===== src/rtl/spdif_rx.sv =====
// spdif_rx: IEC 60958 / S/PDIF receiver.
// Oversamples the biphase-mark line and classifies intervals between transitions.
// It decodes B/M/W preambles and 28-bit subframes, and delivers 24-bit stereo pairs
// on a valid/ready stream. It also reports lock, parity errors and output overruns.
// Optional feature: define SPDIF_RX_CSTAT_EN to add channel-status capture
// (cstat_o[39:0], cstat_valid_o) from the channel-A C bits of frames 0..39 of a block.
module spdif_rx #(
    parameter int UI_CLKS     = 8,
    parameter int LOCK_FRAMES = 4
) (
    input  logic        clk_i,
    input  logic        rst_n_i,
    input  logic        spdif_i,
    output logic [23:0] sample_l_o,
    output logic [23:0] sample_r_o,
    output logic        sample_valid_o,
    input  logic        sample_ready_i,
    output logic        block_start_o,
    output logic        locked_o,
    output logic        parity_err_o,
    output logic        overrun_o
`ifdef SPDIF_RX_CSTAT_EN
    ,
    output logic [39:0] cstat_o,
    output logic        cstat_valid_o
`endif
);

    // Interval thresholds in clk cycles; "< x.5 UI" rounded up so odd UI_CLKS still works.
    localparam int S_MAX = (3 * UI_CLKS + 1) / 2;
    localparam int M_MAX = (5 * UI_CLKS + 1) / 2;
    localparam int L_MAX = (7 * UI_CLKS + 1) / 2;
    localparam int SAT   = 4 * UI_CLKS;
    localparam int CW    = $clog2(SAT + 1);
    localparam int GW    = $clog2(LOCK_FRAMES + 1);

    typedef enum logic [1:0] {ST_HUNT, ST_PRE, ST_DATA} state_t;
    typedef enum logic [1:0] {PT_B, PT_M, PT_W} pre_t;
    typedef enum logic [1:0] {IV_S, IV_M, IV_L, IV_BAD} ival_t;

    logic          sync1, sync2, sync3;
    logic          line_edge;
    logic [CW-1:0] cnt;
    logic          idle_timeout;
    ival_t         ival;

    state_t        state, state_n;
    logic [1:0]    pre_step, pre_step_n;
    pre_t          pre_type, pre_type_n;
    logic          half_pend, half_n;
    logic [4:0]    bit_cnt, bit_cnt_n;
    logic [26:0]   shift;
    logic          bit_done, bit_val, line_err;

    logic [27:0]   sub_word;
    logic          sub_done, par_bad, is_left, seq_err, pair_done, any_err, lock_now, deliver;
    logic [23:0]   left_hold;
    logic          left_b, left_pend;
    logic [GW-1:0] good_cnt;

    // Two-stage synchroniser plus one delay stage for edge detection
    always_ff @(posedge clk_i) begin
        if (!rst_n_i) begin
            sync1 <= 1'b0;
            sync2 <= 1'b0;
            sync3 <= 1'b0;
        end else begin
            sync1 <= spdif_i;
            sync2 <= sync1;
            sync3 <= sync2;
        end
    end

    assign line_edge    = sync2 ^ sync3;
    assign idle_timeout = !line_edge && (cnt == CW'(SAT - 1));

    // Interval counter: restarts at each edge, saturates instead of wrapping on an idle line
    always_ff @(posedge clk_i) begin
        if (!rst_n_i) begin
            cnt <= '0;
        end else if (line_edge) begin
            cnt <= CW'(1);
        end else if (cnt != CW'(SAT)) begin
            cnt <= cnt + CW'(1);
        end
    end

    // Classify the interval that the current edge terminates
    always_comb begin
        ival = IV_BAD;
        if (cnt < CW'(S_MAX)) begin
            ival = IV_S;
        end else if (cnt < CW'(M_MAX)) begin
            ival = IV_M;
        end else if (cnt < CW'(L_MAX)) begin
            ival = IV_L;
        end
    end

    assign sub_word  = {bit_val, shift};
    assign sub_done  = bit_done && (bit_cnt == 5'd27);
    assign par_bad   = sub_done && (^sub_word);
    assign is_left   = (pre_type != PT_W);
    assign seq_err   = sub_done && !par_bad && (is_left == left_pend);
    assign pair_done = sub_done && !par_bad && !is_left && left_pend;
    assign any_err   = line_err || seq_err || par_bad;
    assign lock_now  = (good_cnt == GW'(LOCK_FRAMES - 1));
    assign deliver   = pair_done && (locked_o || lock_now);

    // Framing state register and bit shift register
    always_ff @(posedge clk_i) begin
        if (!rst_n_i) begin
            state     <= ST_HUNT;
            pre_step  <= 2'd0;
            pre_type  <= PT_B;
            half_pend <= 1'b0;
            bit_cnt   <= 5'd0;
            shift     <= '0;
        end else begin
            state     <= state_n;
            pre_step  <= pre_step_n;
            pre_type  <= pre_type_n;
            half_pend <= half_n;
            bit_cnt   <= bit_cnt_n;
            if (bit_done) begin
                shift <= sub_word[27:1];
            end
        end
    end

    // Framing next-state: preamble recognition and biphase-mark bit decoding
    always_comb begin
        state_n    = state;
        pre_step_n = pre_step;
        pre_type_n = pre_type;
        half_n     = half_pend;
        bit_cnt_n  = bit_cnt;
        bit_done   = 1'b0;
        bit_val    = 1'b0;
        line_err   = 1'b0;
        case (state)
            ST_HUNT: begin
                if (line_edge && ival == IV_L) begin
                    state_n    = ST_PRE;
                    pre_step_n = 2'd1;
                end
            end
            ST_PRE: begin
                if (idle_timeout) begin
                    line_err = 1'b1;
                end else if (line_edge) begin
                    case (pre_step)
                        2'd1: begin
                            pre_step_n = 2'd2;
                            case (ival)
                                IV_S:    pre_type_n = PT_B;
                                IV_L:    pre_type_n = PT_M;
                                IV_M:    pre_type_n = PT_W;
                                default: line_err   = 1'b1;
                            endcase
                        end
                        2'd2: begin
                            if (ival == IV_S) begin
                                pre_step_n = 2'd3;
                            end else begin
                                line_err = 1'b1;
                            end
                        end
                        default: begin
                            if ((pre_type == PT_B && ival == IV_L) ||
                                (pre_type == PT_M && ival == IV_S) ||
                                (pre_type == PT_W && ival == IV_M)) begin
                                state_n   = ST_DATA;
                                bit_cnt_n = 5'd0;
                                half_n    = 1'b0;
                            end else begin
                                line_err = 1'b1;
                            end
                        end
                    endcase
                end
            end
            ST_DATA: begin
                if (idle_timeout) begin
                    line_err = 1'b1;
                end else if (line_edge) begin
                    if (bit_cnt == 5'd28) begin
                        if (ival == IV_L) begin
                            state_n    = ST_PRE;
                            pre_step_n = 2'd1;
                        end else begin
                            line_err = 1'b1;
                        end
                    end else if (half_pend) begin
                        if (ival == IV_S) begin
                            bit_done = 1'b1;
                            bit_val  = 1'b1;
                            half_n   = 1'b0;
                        end else begin
                            line_err = 1'b1;
                        end
                    end else begin
                        case (ival)
                            IV_M:    bit_done = 1'b1;
                            IV_S:    half_n   = 1'b1;
                            default: line_err = 1'b1;
                        endcase
                    end
                    if (bit_done) begin
                        bit_cnt_n = bit_cnt + 5'd1;
                    end
                end
            end
            default: state_n = ST_HUNT;
        endcase
        if (line_err || seq_err) begin
            state_n = ST_HUNT;
        end
    end

    // Channel pairing, parity reporting and lock qualification
    always_ff @(posedge clk_i) begin
        if (!rst_n_i) begin
            left_hold    <= '0;
            left_b       <= 1'b0;
            left_pend    <= 1'b0;
            good_cnt     <= '0;
            locked_o     <= 1'b0;
            parity_err_o <= 1'b0;
        end else begin
            parity_err_o <= par_bad;
            if (any_err) begin
                locked_o  <= 1'b0;
                good_cnt  <= '0;
                left_pend <= 1'b0;
            end else if (sub_done && is_left) begin
                left_hold <= sub_word[23:0];
                left_b    <= (pre_type == PT_B);
                left_pend <= 1'b1;
            end else if (pair_done) begin
                left_pend <= 1'b0;
                if (lock_now) begin
                    locked_o <= 1'b1;
                end else begin
                    good_cnt <= good_cnt + GW'(1);
                end
            end
        end
    end

    // Single-entry output register with overrun detection under backpressure
    always_ff @(posedge clk_i) begin
        if (!rst_n_i) begin
            sample_l_o     <= '0;
            sample_r_o     <= '0;
            block_start_o  <= 1'b0;
            sample_valid_o <= 1'b0;
            overrun_o      <= 1'b0;
        end else begin
            overrun_o <= 1'b0;
            if (deliver) begin
                if (sample_valid_o && !sample_ready_i) begin
                    overrun_o <= 1'b1;
                end else begin
                    sample_l_o     <= left_hold;
                    sample_r_o     <= sub_word[23:0];
                    block_start_o  <= left_b;
                    sample_valid_o <= 1'b1;
                end
            end else if (sample_valid_o && sample_ready_i) begin
                sample_valid_o <= 1'b0;
            end
        end
    end

`ifdef SPDIF_RX_CSTAT_EN
    logic        cs_active;
    logic [5:0]  cs_idx;
    logic [39:0] cs_buf;
    logic        cs_cbit;

    // Channel-status collection: C bit of each left subframe, frames 0..39 after a B
    always_ff @(posedge clk_i) begin
        if (!rst_n_i) begin
            cs_active     <= 1'b0;
            cs_idx        <= 6'd0;
            cs_buf        <= '0;
            cs_cbit       <= 1'b0;
            cstat_o       <= '0;
            cstat_valid_o <= 1'b0;
        end else begin
            cstat_valid_o <= 1'b0;
            if (any_err) begin
                cs_active <= 1'b0;
            end else if (sub_done && is_left) begin
                cs_cbit <= sub_word[26];
                if (pre_type == PT_B) begin
                    cs_active <= 1'b1;
                    cs_idx    <= 6'd0;
                end
            end else if (pair_done && cs_active) begin
                cs_buf[cs_idx] <= cs_cbit;
                if (cs_idx == 6'd39) begin
                    cstat_o       <= {cs_cbit, cs_buf[38:0]};
                    cstat_valid_o <= 1'b1;
                    cs_active     <= 1'b0;
                end else begin
                    cs_idx <= cs_idx + 6'd1;
                end
            end
        end
    end
`endif

endmodule


===== config.mk =====
export PLATFORM = sky130hd
export DESIGN_NAME = spdif_rx
export DESIGN_NICKNAME = d
export VERILOG_FILES = /design/src/rtl/spdif_rx.sv
export SDC_FILE = /design/constraint.sdc
export NUM_CORES = 1
export LEC_CHECK = 0
export CORE_MARGIN = 2
export CORE_UTILIZATION = 55
export CTS_CLUSTER_DIAMETER = 100
export CTS_CLUSTER_SIZE = 8
export DETAILED_ROUTE_END_ITERATION = 10
export PLACE_DENSITY = 0.87
export SETUP_SLACK_MARGIN = 0.15
export SYNTH_ARGS = -nofsm -noshare
export SYNTH_HDL_FRONTEND = slang
export SYNTH_SLANG_ARGS = --single-unit
export TNS_END_PERCENT = 1

===== constraint.sdc =====
create_clock -name clk_i -period 7.2 [get_ports clk_i]
set_input_delay 0.72 -clock clk_i [delete_from_list [all_inputs] [get_ports clk_i]]
set_output_delay 0.72 -clock clk_i [all_outputs]
set_load 0.01 [all_outputs]

==> results.md <==
* Synth cell types at 51
* I/O pin count at 57
* Critical path endpoint category: flip-flop
* Vias per inst at 5.42
* Avg Synthesized Cell Area at 9.46 um^2
* Seq/Total Area, Yosys at 0.462
* CTS Hold Bufs at 0
* # DRC at 0
* Core ar. at 9860 um^2
* Hold WS at 452 ps
* RSZ-0062 raised after global routing: no
* Setup TNS at 0 ps
* Worst-Skew Late Latency at 510 ps
* Area Growth Syn to Fin at 21.1%
* Power per Cell Area at 235 nW/um^2
* Largest net degree at the start of global routing at 108
* Fin crit period at 3610 ps
* Die X at 105 um
* Worst endpoint required time at 7620 ps
* DRT Pass-1 Iters at 5
* Die area at 11100 um^2
* Tcrit/Tclk final at 0.501
* Outcome: finished, final reports clean
* Overall Global Routing Usage at 0.221
* Die Y-Extent at 105 um
* Row Count at 36
* Worst slew pin tran at 1040 ps
* Synth Flop Type: dfxtp_1
* CTS resizes at 0
* YS warnings at 0
* H-tree Lvls at 4
* Top post-synthesis cells by area: dfxtp_1 46%, mux2i_1 19%, nand2_1 7.4%
* Routed WL at 11800 um
* Synthesized area at 5640 um^2
* Arrival time worst endpoint at 4030 ps
* CTS sink count at 130
* Syn_nets at 613
* Worst VDD drop at 0.189 mV
* Wire per inst at 15.1 um
* Clk slew on worst S/H paths at 60 ps
* Share of the synthesized area in the top cell type at 0.462
* Initial core utilization at 0.572
* Post-detail-place hpwl at 7410 um
* Share of cells above drive strength 1 at 0.0689
* Asr flop ratio synth at 0
* CTS tree: done
* Max Cap Violations at 0
* First-pass GRT wire length at 20000 um
* Via count at 4259
* Port bufs at 56
* Setup Buffers After CTS at 0
* GP Congestion at 0.920
* Final Hold Viols at 0
* Synth Instances at 596
* Critical path launch point type: flip-flop
* Leakage at 0.00293 uW
* Setup CP Type: reg2reg
* Nets at 657
* FF+latch count, synth at 130
* Vias in the first global route at 4322
* Hold/Removal Path Class: reg2reg
* Clock Skews at 11.2 ps
* Diodes inserted at 0
* Clock root buffer: clkbuf_8
* CP Max Fanout at 49
* Remaining global-route overflow at 0
* CTS Buf Count at 17
* Max Slew Vio Count at 0
* First DRT Iteration DRCs at 201
* Final ANT Viol Nets at 0
* Initial antenna violation count at 0
* Rel. slew slack at 0.299
* Achievable Freq at 277 MHz
* Maximum clock path buffer count at 2
* Yosys top cell by area: dfxtp_1
* Number of synthesized flops with an enable pin at 0
* Final setup viols at 0
## report_power, final
part | switching [uW] | leakage, uW | internal [uW]
logic | 18.0 | 0.00160 | 5.47
clock network | 342 | 0.000286 | 512
registers | 3.02 | 0.00105 | 721
total | 363 | 0.00293 | 1240
## metrics by stage
step / setup slack, ps / instances / area [um^2] / power (uW) / util
4_1_cts: 3570 / 786 / 6830 / 1610 / 0.692
5_1_grt: 3320 / 786 / 6830 / 1650 / 0.692
2_1_floorplan: 4300 / 596 / 5640 / 758 / -
3_3_place_gp: 3690 / 754 / 6240 / 762 / 0.633
6_report: 3590 / 786 / 6830 / 1600 / 0.692
3_5_place_dp: 3550 / 754 / 6240 / 763 / 0.633
## worst paths after layout
kind,from,end,slack (ps),cells after the start
worst max-delay path,cnt[2]$_SDFFE_PP0P_,sample_r_o[18]$_SDFFE_PN0P_,3590,10
worst min-delay path,sync1$_SDFF_PN0_,sync2$_SDFF_PN0_,450,1
worst max register to register,cnt[2]$_SDFFE_PP0P_,sample_r_o[18]$_SDFFE_PN0P_,3590,10
worst min register to register,sync1$_SDFF_PN0_,sync2$_SDFF_PN0_,450,1
## kinds of logic (layout without fill, tap and decap cells)
group,Yosys count,in the layout,synth area share
adder cells (fa/ha/maj),13,13,0.0289
multiplexers,107,107,0.190
AO/OA/AOI/OAI,47,47,0.0559
XOR/XNOR,41,41,0.0637
AND/OR/NAND/NOR,211,211,0.164
buffers and inverters,47,104,0.0357
flip-flops,130,130,0.462
## placed cells by master, fill, tap and decap left out, types with 3 or more instances in the layout
cell / synthesis / routed
inv_6: 0 / 8
dfxtp_1: 130 / 130
nor2_1: 52 / 52
clkbuf_16: 0 / 16
o21ai_0: 8 / 8
nand4_1: 4 / 4
a21oi_1: 14 / 14
clkdlybuf4s50_1: 0 / 55
inv_1: 11 / 11
nand3_1: 6 / 6
o21bai_1: 3 / 3
o21a_1: 4 / 4
mux2i_1: 105 / 105
xor2_1: 12 / 12
xnor2_1: 29 / 29
and2_1: 6 / 6
nor2b_1: 5 / 5
nor3b_1: 3 / 3
and3_1: 4 / 4
ha_1: 13 / 13
o211ai_1: 4 / 4
buf_4: 0 / 4
nand2_1: 111 / 111
nor4_1: 4 / 3
## synth_stat cells (all sizes together), types with 2 or more instances
| master | instances |
|---|---|
| nor3 | 2 |
| o21bai | 3 |
| xor2 | 12 |
| nand2 | 111 |
| nand3 | 6 |
| a21oi | 14 |
| nor4 | 4 |
| nand3b | 2 |
| nand4 | 4 |
| mux2i | 105 |
| nand2b | 2 |
| o21a | 4 |
| and2 | 7 |
| a2111oi | 2 |
| mux2 | 2 |
| nor2b | 5 |
| clkbuf | 23 |
| or4 | 3 |
| nor3b | 3 |
| inv | 11 |
| and3 | 4 |
| xnor2 | 29 |
| dfxtp | 130 |
| nor2 | 52 |
| o21ai | 8 |
| ha | 13 |
| o211ai | 4 |
| buf | 12 |
## per-layer routing
metal,vias up,global-route usage,wire length [um]
met5,-,0,0
met3,12,0.0445,478
met1,2032,0.267,5130
li1,2105,-,-
met4,0,0.0943,129
met2,110,0.381,6100
## critical path, cell delays in order, from the launching register on
cell	delay, ps
dfxtp_1	620
and2_0	390
nor3_1	110
ha_1	220
nand4_1	110
xnor2_1	160
xnor2_1	130
xnor2_1	590
or4_2	240
buf_4	610
mux2i_1	300
## cell type report
class                   count  area [um^2]
clock buffers              18          428
clock inverters            14          161
fillers                   697         3030
inverters                  12         45.0
multi-input cells         419         2840
flip-flops and latches    130         2600
well taps                 133          166
repair buffers             60          586
## state kept, by name, indices dropped and copies added, names as in the netlist, 2 cells and up
name	flops
shift	27
good_cnt	3
pre_step	2
sample_r_o	24
state	2
sample_l_o	24
pre_type	2
cnt	6
bit_cnt	5
left_hold	24
No activity file was read; power rests on OpenSTA's default activity.
